===== src/rtl/disp_sr_rx.sv =====
// Display shift-register link receiver: deserializes one MSB-first frame per latch pulse.
// Frame words appear on rx_data with a one-cycle rx_valid strobe; framing faults pulse rx_short_err / rx_over_err.
module disp_sr_rx #(
  parameter int WIDTH       = 256,
  parameter int SYNC_STAGES = 2,
  parameter int TIMEOUT     = 1024
) (
  input  logic             clk,
  input  logic             rst_n,
  input  logic             disp_sclk,
  input  logic             disp_lat,
  input  logic             disp_sin,
  output logic [WIDTH-1:0] rx_data,
  output logic             rx_valid,
  output logic             rx_short_err,
  output logic             rx_over_err,
  output logic             rx_busy,
  output logic [15:0]      frame_cnt
);

  localparam int CW = $clog2(WIDTH + 1);
  localparam int TW = $clog2(TIMEOUT + 1);

  typedef enum logic [1:0] {IDLE, ARMED, SHIFT, OVER} state_t;

  state_t           state, state_n;
  logic [CW-1:0]    cnt, cnt_n;
  logic [WIDTH-1:0] sr;
  logic [TW-1:0]    tmr;
  logic             frame_done, done_n;

  logic [SYNC_STAGES-1:0] sclk_sync, lat_sync, sin_sync;
  logic                   sclk_hist, lat_hist;
  logic                   sclk_s, lat_s, sin_s;
  logic                   sclk_rise, lat_rise;

  logic shift_en, capture, short_p, over_p, timeout;

  // All three inputs share the same depth so sin stays aligned with the sclk edge it belongs to.
  always_ff @(posedge clk or negedge rst_n) begin
    if (!rst_n) begin
      sclk_sync <= '0;
      lat_sync  <= '0;
      sin_sync  <= '0;
      sclk_hist <= 1'b0;
      lat_hist  <= 1'b0;
    end else begin
      sclk_sync <= {sclk_sync[SYNC_STAGES-2:0], disp_sclk};
      lat_sync  <= {lat_sync[SYNC_STAGES-2:0], disp_lat};
      sin_sync  <= {sin_sync[SYNC_STAGES-2:0], disp_sin};
      sclk_hist <= sclk_s;
      lat_hist  <= lat_s;
    end
  end

  assign sclk_s    = sclk_sync[SYNC_STAGES-1];
  assign lat_s     = lat_sync[SYNC_STAGES-1];
  assign sin_s     = sin_sync[SYNC_STAGES-1];
  assign sclk_rise = sclk_s & ~sclk_hist;
  assign lat_rise  = lat_s & ~lat_hist;

  assign rx_busy = (state == ARMED) || (state == SHIFT);
  assign timeout = (tmr == TW'(TIMEOUT - 1)) && !sclk_rise;

  always_comb begin
    state_n  = state;
    cnt_n    = cnt;
    done_n   = frame_done;
    shift_en = 1'b0;
    capture  = 1'b0;
    short_p  = 1'b0;
    over_p   = 1'b0;
    // A latch edge always wins, discarding any coincident sclk edge.
    if (lat_rise) begin
      state_n = ARMED;
      cnt_n   = '0;
      done_n  = 1'b0;
      short_p = (state == SHIFT);
    end else begin
      case (state)
        IDLE: begin
          if (sclk_rise && frame_done) begin
            over_p  = 1'b1;
            done_n  = 1'b0;
            state_n = OVER;
          end
        end
        ARMED: begin
          if (sclk_rise) begin
            shift_en = 1'b1;
            cnt_n    = CW'(1);
            state_n  = SHIFT;
          end else if (timeout) begin
            state_n = IDLE;
          end
        end
        SHIFT: begin
          if (sclk_rise) begin
            shift_en = 1'b1;
            if (cnt == CW'(WIDTH - 1)) begin
              capture = 1'b1;
              cnt_n   = '0;
              done_n  = 1'b1;
              state_n = IDLE;
            end else begin
              cnt_n = cnt + CW'(1);
            end
          end else if (timeout) begin
            short_p = 1'b1;
            cnt_n   = '0;
            state_n = IDLE;
          end
        end
        default: ;
      endcase
    end
  end

  always_ff @(posedge clk or negedge rst_n) begin
    if (!rst_n) begin
      state        <= IDLE;
      cnt          <= '0;
      frame_done   <= 1'b0;
      sr           <= '0;
      tmr          <= '0;
      rx_data      <= '0;
      rx_valid     <= 1'b0;
      rx_short_err <= 1'b0;
      rx_over_err  <= 1'b0;
      frame_cnt    <= '0;
    end else begin
      state        <= state_n;
      cnt          <= cnt_n;
      frame_done   <= done_n;
      rx_valid     <= capture;
      rx_short_err <= short_p;
      rx_over_err  <= over_p;
      if (shift_en)
        sr <= {sr[WIDTH-2:0], sin_s};
      // Capture takes the in-flight bit directly so rx_valid lands one cycle after the edge.
      if (capture) begin
        rx_data   <= {sr[WIDTH-2:0], sin_s};
        frame_cnt <= frame_cnt + 16'd1;
      end
      if (lat_rise || sclk_rise || !rx_busy)
        tmr <= '0;
      else if (tmr != TW'(TIMEOUT - 1))
        tmr <= tmr + TW'(1);
    end
  end

endmodule


===== config.mk =====
export PLATFORM = sky130hd
export DESIGN_NAME = disp_sr_rx
export DESIGN_NICKNAME = d
export VERILOG_FILES = /design/src/rtl/disp_sr_rx.sv
export SDC_FILE = /design/constraint.sdc
export NUM_CORES = 1
export LEC_CHECK = 0
export ABC_AREA = 1
export CAP_MARGIN = 20
export CORE_AREA = 2 2 143 285
export DETAILED_ROUTE_END_ITERATION = 6
export DIE_AREA = 0 0 145 287
export PLACE_DENSITY = 0.83
export REMOVE_ABC_BUFFERS = 1
export SLEW_MARGIN = 20
export SYNTH_ARGS = -nofsm -noshare
export SYNTH_HDL_FRONTEND = slang
export SYNTH_SLANG_ARGS = --single-unit

===== constraint.sdc =====
create_clock -name clk -period 2.2 [get_ports clk]
set_clock_uncertainty 0.2 [all_clocks]
set_input_delay 0.44 -clock clk [delete_from_list [all_inputs] [get_ports clk]]
set_output_delay 0.44 -clock clk [all_outputs]
set_load 0.05 [all_outputs]

==> results by group, run 1 <==
Setup path
  • Worst R2R Path Depth: 10
  • Type of element capturing the critical path: output port
  • Top cell family by delay on the critical path: buffers and inverters
  • CP arrival: 1530 ps
  • FF-to-FF setup slack: 70 ps
  • WP data required: 1560 ps
  • Buf/Inv on CP: 1
  • Crit-path cells: dlygate4sd2_1
  • Startpoint Class: flop
  • WP depth: 1
  • CP peak stage delay: 550 ps
  • Setup crit end: rx_data[65]
  • Crit path launch: rx_data[65]
  • CP max stage cell: dlygate4sd2_1
  • Worst flop-to-flop path endpoint: frame_cnt[9]
  • Crit Reg-Reg Startpoint: cnt[1]
  • Worst Path Class, Setup: flop to output port
  • CP max FO: 2

GRT
  • First-pass GRT wire length: 83,000 um
  • Vias in the first global route: 16.74k
  • Initial antenna violation count: 0
  • GRT Resource Usage Total: 24.42%
  • Largest net degree at the start of global routing: 123
  • GR Overflow Total: 0

Placement
  • HPWL after detailed placement: 35,200 um
  • Routability cong.: 0.8553
  • Dpl ws: 75.35 ps
  • Port buffer count: 280

Floorplanning
  • Die X-Extent: 145 um
  • IO Pins: 281
  • DIE AREA: 41,620 sq um
  • Core area: 39,310 sq um
  • Initial core utilization: 54.77%
  • Die Y: 287 um
  • Site row count: 103

Pwr
  • Sw Ratio: 24.06%
  • Max VDD drop: 1038 uV
  • Internal power: 15.96 mW
  • P per Cell Area: 791.8 nW/um^2
  • Switching power: 5.058 mW
  • Comb power frac: 9.2%
  • Pwr Total: 21.02 mW
  • Clk pwr share: 40.8%
  • Register share of total power: 50.0%
  • Static Leak: 12.81 nW

Clock network
  • Number of CTS-inserted buffers: 47
  • Num Clock Sinks: 561
  • Worst-path clk slew: 70 ps
  • Skew-Pair Late Insertion Delay: 560 ps
  • Root Buffer: clkbuf_16
  • CTS tree: built
  • Max clock buf depth: 3
  • H-Tree Depth: 2

Synth
  • Register area share after synthesis: 65.21%
  • Cell type with the largest total area after synthesis: dfrtp_1
  • Avg Cell Area, Syn: 9.585 sq um
  • Largest cells by area after synthesis: dfrtp_1 65%, nand2_1 11%, o21ai_0 6.6%
  • Cell area after synthesis: 21,530 sq um
  • Yosys reg bits: 561
  • Async set-reset flop share out of synthesis: 100.0%
  • Yosys warning total: 0
  • Count leader, synth: nand2_1
  • Post-synth EDFFs: 0
  • Top FF cell, synth: dfrtp_1
  • Synth Instances: 2,246
  • Synth top area share: 65.21%
  • Commonest cells post-synth: 622 x nand2_1, 561 x dfrtp_1, 295 x inv_1, 285 x o21ai_0, 241 x o21ai_1
  • Synth cell types: 29

Timing
  • Max-slew headroom: 63.55%
  • Setup TNS: 0 ps
  • Max-slew violations: 0
  • Final Setup Violations: 0
  • Final Critical Period: 2166 ps
  • Tcrit/Tclk final: 98.44%
  • Max frequency: 0.4618 GHz
  • Fin. Hold Viols: 0
  • Hold slack: 135.8 ps
  • Worst Slack Setup Final: 34.33 ps
  • Tightest Pin Transition: 549.0 ps

Route
  • Antenna Violating Nets Remaining: 0
  • Vias: 16.06k
  • Routed wire length: 50,240 um
  • Avg WL per Cell: 16.20 um
  • DRC Markers: 0
  • Initial detailed-routing violation count: 904
  • Vias per cell: 5.176
  • First drt pass iteration count: 5

Run status
  • Run status: completed

Layout
  • Layout cell share with drive strength beyond 1: 9.740%
  • Finished Core Util: 67.53%
  • Final Net Count: 2,550
  • Synth-to-Final Area Change: 23.31%
  • ANT cells: 0

Run
  • Max-cap violation count: 0

Min path
  • Worst Hold Class: primary input to async pin
-- stage by stage --
stage                     instances  area, sq um
final                          3102        26550
after global routing           3102        26550
after CTS                      3096        26480
after detailed placement       3006        25090
after global placement         3006        25090
after floorplan                2127        20830
-- cell usage in the layout (no fill, tap or decap), types with 3 or more instances in the layout --
| cell | count |
|---|---|
| inv_1 | 293 |
| buf_4 | 124 |
| clkbuf_8 | 7 |
| nand4_1 | 13 |
| ha_1 | 4 |
| dfrtp_1 | 561 |
| nand3_1 | 24 |
| nor2_1 | 37 |
| clkdlybuf4s50_1 | 3 |
| clkbuf_1 | 8 |
| dlygate4sd2_1 | 200 |
| o21ai_1 | 241 |
| o21ai_0 | 285 |
| clkbuf_16 | 49 |
| nor3_1 | 6 |
| a21oi_1 | 7 |
| a31oi_1 | 4 |
| clkinv_2 | 17 |
| nand2_1 | 622 |
| xor2_1 | 9 |
| buf_12 | 31 |
| bufinv_16 | 5 |
-- cell type report --
cell class,instances,area [sq um]
clock buffer,64,1353
inverter,296,1112
multi-input combinational,1270,5732
tap,525,656.9
clock inverter,23,246.5
timing repair buffer,363,3407
fill,2899,12760
sequential,561,14040
-- power groups by stage --
stage	clock network, mW	logic, mW	registers, mW
6_report	8.58	1.92	10.5
3_3_place_gp	0	1.73	10.7
4_1_cts	8.75	1.87	10.5
3_5_place_dp	0	1.79	10.7
2_1_floorplan	0	0.776	10.7
5_1_grt	9.13	2.15	10.5
-- worst min path at each step --
stage	startpoint	to	slack (ps)
global placement	rst_n	rx_data[208]	140
detailed placement	rst_n	rx_data[208]	140
CTS	disp_lat	lat_sync[0]	110
floorplan	rst_n	cnt[0]	-60
finish	rst_n	rx_data[210]	140
global route	disp_lat	lat_sync[0]	120
-- per-layer routing --
layer  vias up  wire length [um]  track usage [%]
li1       7630                 -                -
met4         0              2753            13.07
met1      7824             17760            25.94
met3       158              2061            3.667
met2       445             27670            46.31
met5         -                 0                0
-- sequential cells by signal (all words and copies together), names as in the netlist --
signal        flops
frame_cnt        16
state             2
rx_over_err       1
rx_short_err      1
sin_sync          2
frame_done        1
sclk_sync         2
cnt               9
rx_valid          1
sclk_hist         1
tmr              11
lat_sync          2
lat_hist          1
rx_data         256
sr              255
-- repair_timing --
item	CTS	global route
buffers inserted	2	6
endpoints found under the setup margin	202	195
pin swaps	0	1
hold buffers	1	0
endpoints found under the hold margin	238	0
gates resized for setup	203	7
-- logic make-up (layout without fill, tap and decap cells) --
kind of cell / count (synthesis) / in the layout / share of synthesized area [%]
compound gates: 542 / 542 / 12.69
xor+xnor: 11 / 11 / 0.4476
fa+ha+maj: 6 / 6 / 0.3487
buf+inv: 415 / 746 / 8.399
flops: 561 / 561 / 65.21
simple gates: 711 / 711 / 12.90
No activity file was read; power rests on OpenSTA's default activity.
==> inputs of run 2 (changes only) <==
Settings changed: SETUP_SLACK_MARGIN set to 0.02.
==> run 2 against run 1 <==
- fmax up 0.42%
- clock power about the same
- largest power group unchanged
- largest cell class unchanged
- critical path type unchanged
- via count up 0.16%
- sequential power about the same
==> results by group, run 2 (synthesis gave the netlist of run 1 again) <==
GRT
  • Top Usage Layer GRT: met2
  • Largest net degree at the start of global routing: 123
  • Initial antenna violation count: 0
  • GRT Resource Usage Total: 24.42%
  • Grt met3 use: 3.667%
  • Met2 usage in global routing: 46.31%
  • GR Overflow Total: 0
  • M1 GR Usage: 25.94%
  • Vias in the first global route: 16.74k
  • First-pass GRT wire length: 83,000 um

Setup path
  • Worst flop-to-flop path endpoint: rx_data[103]
  • Crit path launch: rx_data[44]
  • Top cell family by delay on the critical path: buffers and inverters
  • CP max stage cell: dlygate4sd2_1
  • Crit Reg-Reg Startpoint: cnt[1]
  • Crit-path cells: dlygate4sd2_1
  • Startpoint Class: flop
  • Buf/Inv on CP: 1
  • Type of element capturing the critical path: output port
  • CP peak stage delay: 550 ps
  • CP max FO: 2
  • FF-to-FF setup slack: 80 ps
  • CP arrival: 1520 ps
  • Worst R2R Path Depth: 10
  • Worst Path Class, Setup: flop to output port
  • WP data required: 1560 ps

Run
  • Max-cap violation count: 0

Route
  • First drt pass iteration count: 5
  • Vias per cell: 5.186
  • Avg WL per Cell: 16.24 um
  • Vias: 16.08k
  • Routed wire length: 50,370 um
  • Antenna Violating Nets Remaining: 0
  • Initial detailed-routing violation count: 815
  • DRC Markers: 0

Layout
  • Largest Register: rx_data
  • Commonest non-fill, non-tap cells in the layout: 621 x nand2_1, 561 x dfrtp_1, 292 x inv_1, 284 x o21ai_0, 242 x o21ai_1
  • ANT cells: 0
  • Layout cell share with drive strength beyond 1: 9.821%
  • Number of flip-flops in the largest register: 256
  • Synth-to-Final Area Change: 23.42%
  • Final Net Count: 2,549
  • Most common cell after layout, fill and taps aside: nand2_1
  • Regs by FF count: rx_data: 256 flops, sr: 255 flops, frame_cnt: 16 flops

Placement
  • Port buffer count: 280
  • Dpl ws: 75.35 ps
  • Routability cong.: 0.8553
  • HPWL after detailed placement: 35,200 um

Timing
  • Tcrit/Tclk final: 98.03%
  • Hold slack: 135.4 ps
  • Max frequency: 0.4637 GHz
  • Max-slew violations: 0
  • Tightest Pin Transition: 545.3 ps
  • Max-slew headroom: 63.79%
  • Final Setup Violations: 0
  • Fin. Hold Viols: 0
  • Final Critical Period: 2157 ps
  • Worst Slack Setup Final: 43.35 ps

Pwr
  • Max VDD drop: 1038 uV
  • Static Leak: 12.78 nW
  • P per Cell Area: 791.1 nW/um^2
  • Pwr Total: 21.02 mW

Clock network
  • H-Tree Depth: 2
  • Skew-Pair Late Insertion Delay: 560 ps
  • Root Buffer: clkbuf_16
  • Num Clock Sinks: 561
  • Worst-path clk slew: 70 ps
  • Number of CTS-inserted buffers: 47
  • Max clock buf depth: 3
  • CTS tree: built

Min path
  • Worst Hold Class: primary input to async pin

Run status
  • Run status: completed

Floorplanning
  • Core area: 39,310 sq um
  • Initial core utilization: 54.77%
  • DIE AREA: 41,620 sq um
  • Die X-Extent: 145 um
  • Die Y: 287 um
  • Site row count: 103
  • IO Pins: 281
-- run 2: cell count changes in the layout (fill, tap and decap cells not counted), sizes merged --
cell / previous run / this run
buf: 158 / 157
clkbuf: 64 / 65
clkdlybuf4s15: 1 / 10
clkinv: 18 / 17
dlygate4sd2: 200 / 190
inv: 295 / 296
-- run 2: per-layer routing --
metal	share of wire, %	wire length, um
met5	0	0
met4	5.4	2739
met3	4.3	2165
met2	55	27770
met1	35	17690
-- run 2: power by group --
part	total (mW)	internal, mW	switching, mW
logic	1.91	0.611	1.30
clock network	8.58	4.91	3.67
registers	10.5	10.4	0.0923
total	21.0	16.0	5.07
-- run 2: worst max-delay path by stage --
stage / end / slack, ps / depth (start not counted)
6_report: rx_data[44] / 40 / 1
5_1_grt: rx_data[103] / -40 / 10
4_1_cts: rx_data[141] / 7 / 1
3_5_place_dp: frame_cnt[9] / 80 / 10
3_3_place_gp: frame_cnt[9] / 200 / 10
2_1_floorplan: sr[0] / -8410 / 4
-- run 2: metrics by stage --
step / cells / utilization (%) / instance area [sq um] / TNS (ps)
final: 3101 / 67.59 / 26570 / 0
after global routing: 3101 / 67.59 / 26570 / -593.2
after CTS: 3096 / 67.38 / 26480 / 0
after detailed placement: 3006 / 63.83 / 25090 / 0
after global placement: 3006 / 63.83 / 25090 / 0
after floorplan: 2127 / - / 20830 / -3144470
-- run 2: what timing repair did --
action,4_1_cts,5_1_grt
pin swaps,0,2
hold endpoints to repair,238,0
hold buffers,1,0
endpoints found under the setup margin,202,225
resized for setup,209,19
buffers inserted,2,5
-- run 2: final cells by class --
class	count	area [sq um]
sequential	561	14040
fill	2891	12740
multi-input combinational	1270	5734
timing repair buffer	362	3426
clock buffer	64	1353
inverter	296	1114
tap	525	656.9
clock inverter	23	246.5
==> inputs of run 3 (changes only) <==
Settings changed: CELL_PAD_IN_SITES_DETAIL_PLACEMENT set to 0, CELL_PAD_IN_SITES_GLOBAL_PLACEMENT set to 1, CORE_AREA 2 2 143 285 to 2 2 296 181, DIE_AREA 0 0 145 287 to 0 0 298 183, PLACE_DENSITY 0.83 to 0.82.
==> run 3 against run 2 <==
- sequential cell count stayed put
- clock power increased by 3.0%
- clock-buffer cell count is 12 higher
- fmax is 1.1% higher
- critical path type unchanged
- combinational power is 4% higher
==> results by group, run 3 (synthesis gave the netlist of run 1 again) <==
Run status
  • Run status: completed

Timing
  • Tcrit/Tclk final: 96.92%
  • RSZ-0062 raised after global routing: true
  • Max frequency: 0.4690 GHz
  • Fin. Hold Viols: 0
  • Final Setup Violations: 0
  • Max-slew violations: 0
  • Final Critical Period: 2132 ps
  • Tightest Pin Transition: 546.4 ps
  • Max-slew headroom: 63.29%
  • Setup TNS: 0 ps

Clock network
  • Skew-Pair Late Insertion Delay: 570 ps
  • Number of CTS-inserted buffers: 51
  • Max clock buf depth: 3
  • Root Buffer: clkbuf_16
  • Worst-path clk slew: 60 ps
  • H-Tree Depth: 2
  • Num Clock Sinks: 561
  • CTS tree: built

Layout
  • Number of flip-flops in the largest register: 256
  • Finished Core Util: 52.35%
  • Most common cell after layout, fill and taps aside: nand2_1
  • Commonest non-fill, non-tap cells in the layout: 621 x nand2_1, 561 x dfrtp_1, 291 x inv_1, 282 x o21ai_0, 244 x o21ai_1
  • Layout cell share with drive strength beyond 1: 10.76%
  • Regs by FF count: rx_data: 256 flops, sr: 255 flops, frame_cnt: 16 flops
  • Non-Filler Instances: 3,306
  • Sequential cell area: 14,040 sq um
  • Area occupied by multi-input gates: 5746 sq um
  • Design area: 27,160 sq um
  • Largest Register: rx_data
  • ANT cells: 0
  • Final Net Count: 2,575
  • Fillers: 4,784
  • Synth-to-Final Area Change: 26.18%

Setup path
  • Worst flop-to-flop path endpoint: frame_cnt[5]
  • WP data required: 1560 ps
  • WP depth: 1
  • Crit-path cells: clkdlybuf4s15_1
  • CP peak stage delay: 530 ps
  • Top cell family by delay on the critical path: buffers and inverters
  • Crit Reg-Reg Startpoint: cnt[0]
  • CP arrival: 1490 ps
  • Worst Path Class, Setup: flop to output port
  • FF-to-FF setup slack: 120 ps
  • Startpoint Class: flop
  • Worst R2R Path Depth: 10
  • CP max stage cell: clkdlybuf4s15_1
  • CP max FO: 2
  • Buf/Inv on CP: 1
  • Type of element capturing the critical path: output port

Min path
  • Worst Hold Class: primary input to flop
  • Hold EP: sclk_sync[0]
  • Hold Path Origin: disp_sclk
  • Hold path cells: 1

GRT
  • GRT Resource Usage Total: 18.10%
  • GR Overflow Total: 0
  • Vias in the first global route: 15.41k
  • Largest net degree at the start of global routing: 79
  • First-pass GRT wire length: 81,230 um
  • Initial antenna violation count: 0

Route
  • Vias: 15.57k
  • Routed wire length: 50,030 um
  • Vias per cell: 4.710
  • Initial detailed-routing violation count: 962
  • Avg WL per Cell: 15.13 um
  • DRC Markers: 0
  • Antenna Violating Nets Remaining: 0
  • First drt pass iteration count: 5

Pwr
  • Pwr Total: 21.35 mW
  • Max VDD drop: 491.2 uV
  • P per Cell Area: 786.0 nW/um^2
  • Static Leak: 12.80 nW

Floorplanning
  • Die Y: 183 um
  • DIE AREA: 54,530 sq um
  • Site row count: 65
  • Initial core utilization: 41.49%
  • IO Pins: 281
  • Core area: 51,890 sq um
  • Die X-Extent: 298 um

Placement
  • Routability cong.: 0.8133
  • HPWL after detailed placement: 33,840 um
  • Dpl cells: 3,197
  • Port buffer count: 280
  • DP Area: 25,430 sq um

Run
  • Max-cap violation count: 0
[run 3: cell count changes in the layout (fill, tap and decap cells not counted), moves of 3 or more]
cell             previous run  this run
clkinv_2                   16         7
clkbuf_2                    1         7
clkbuf_1                    8        14
dlygate4sd2_1             190       150
clkdlybuf4s15_1            10        45
inv_6                       0         4
clkdlybuf4s15_2             0         3
clkbuf_16                  49        56
buf_4                     122       131
clkbuf_8                    7        11
[run 3: what timing repair did]
action	4_1_cts	5_1_grt
hold buffers	1	0
buffers inserted	3	8
gates cloned	0	6
gates resized for setup	227	64
pin swaps	0	3
setup endpoints to repair	206	220
hold endpoints to repair	363	0
[run 3: worst max path at each step]
stage / startpoint / to
floorplan: state[1] / sr[0]
global placement: state[0] / rx_data[19]
detailed placement: cnt[0] / rx_data[152]
CTS: rx_data[42] / rx_data[42]
global route: state[0] / rx_data[172]
finish: rx_data[191] / rx_data[191]
[run 3: final cells by class]
class | count | share of cell area [%]
Tap cell | 703 | 3.238
Clock buffer | 76 | 5.449
Multi-Input combinational cell | 1271 | 21.15
Inverter | 296 | 4.118
Clock inverter | 16 | 0.6449
Sequential cell | 561 | 51.68
Timing Repair Buffer | 383 | 13.72
[run 3: worst reg2reg max path, cell delays in order (launching register included)]
cell and delay [ps]:
dfrtp_1 430, ha_4 170, nand2_1 90, nor2_4 180, nand3_4 100, buf_4 190
nor2_1 120, buf_6 150, buf_2 180, nand4_1 100, nand2_1 80
[run 3: stage by stage]
| stage | hold WS [ps] | setup WS [ps] |
|---|---|---|
| floorplan | -55.59 | -8411 |
| global placement | 138.2 | 183.1 |
| detailed placement | 136.4 | 76.11 |
| CTS | 75.13 | 21.27 |
| global route | 95.68 | -8.161 |
| finish | 114.7 | 67.79 |
[run 3: report_power, final]
| group | switching (mW) | leakage (nW) | internal [mW] | total (mW) |
|---|---|---|---|---|
| Combinational | 1.33 | 4.18 | 0.665 | 1.99 |
| Sequential | 0.0865 | 7.81 | 10.4 | 10.5 |
| Clock | 3.83 | 0.812 | 5.01 | 8.84 |
| Total | 5.24 | 12.8 | 16.1 | 21.3 |
[run 3: layer usage]
metal / wire length (um) / part of all wire, % / global-route usage (%) / up-vias
met2: 22590 / 45 / 28.41 / 316
met3: 2377 / 4.8 / 3.447 / 67
met4: 1047 / 2.1 / 4.422 / 0
li1: - / - / - / 7710
met1: 24010 / 48 / 26.12 / 7479
met5: 0 / 0 / 0 / -
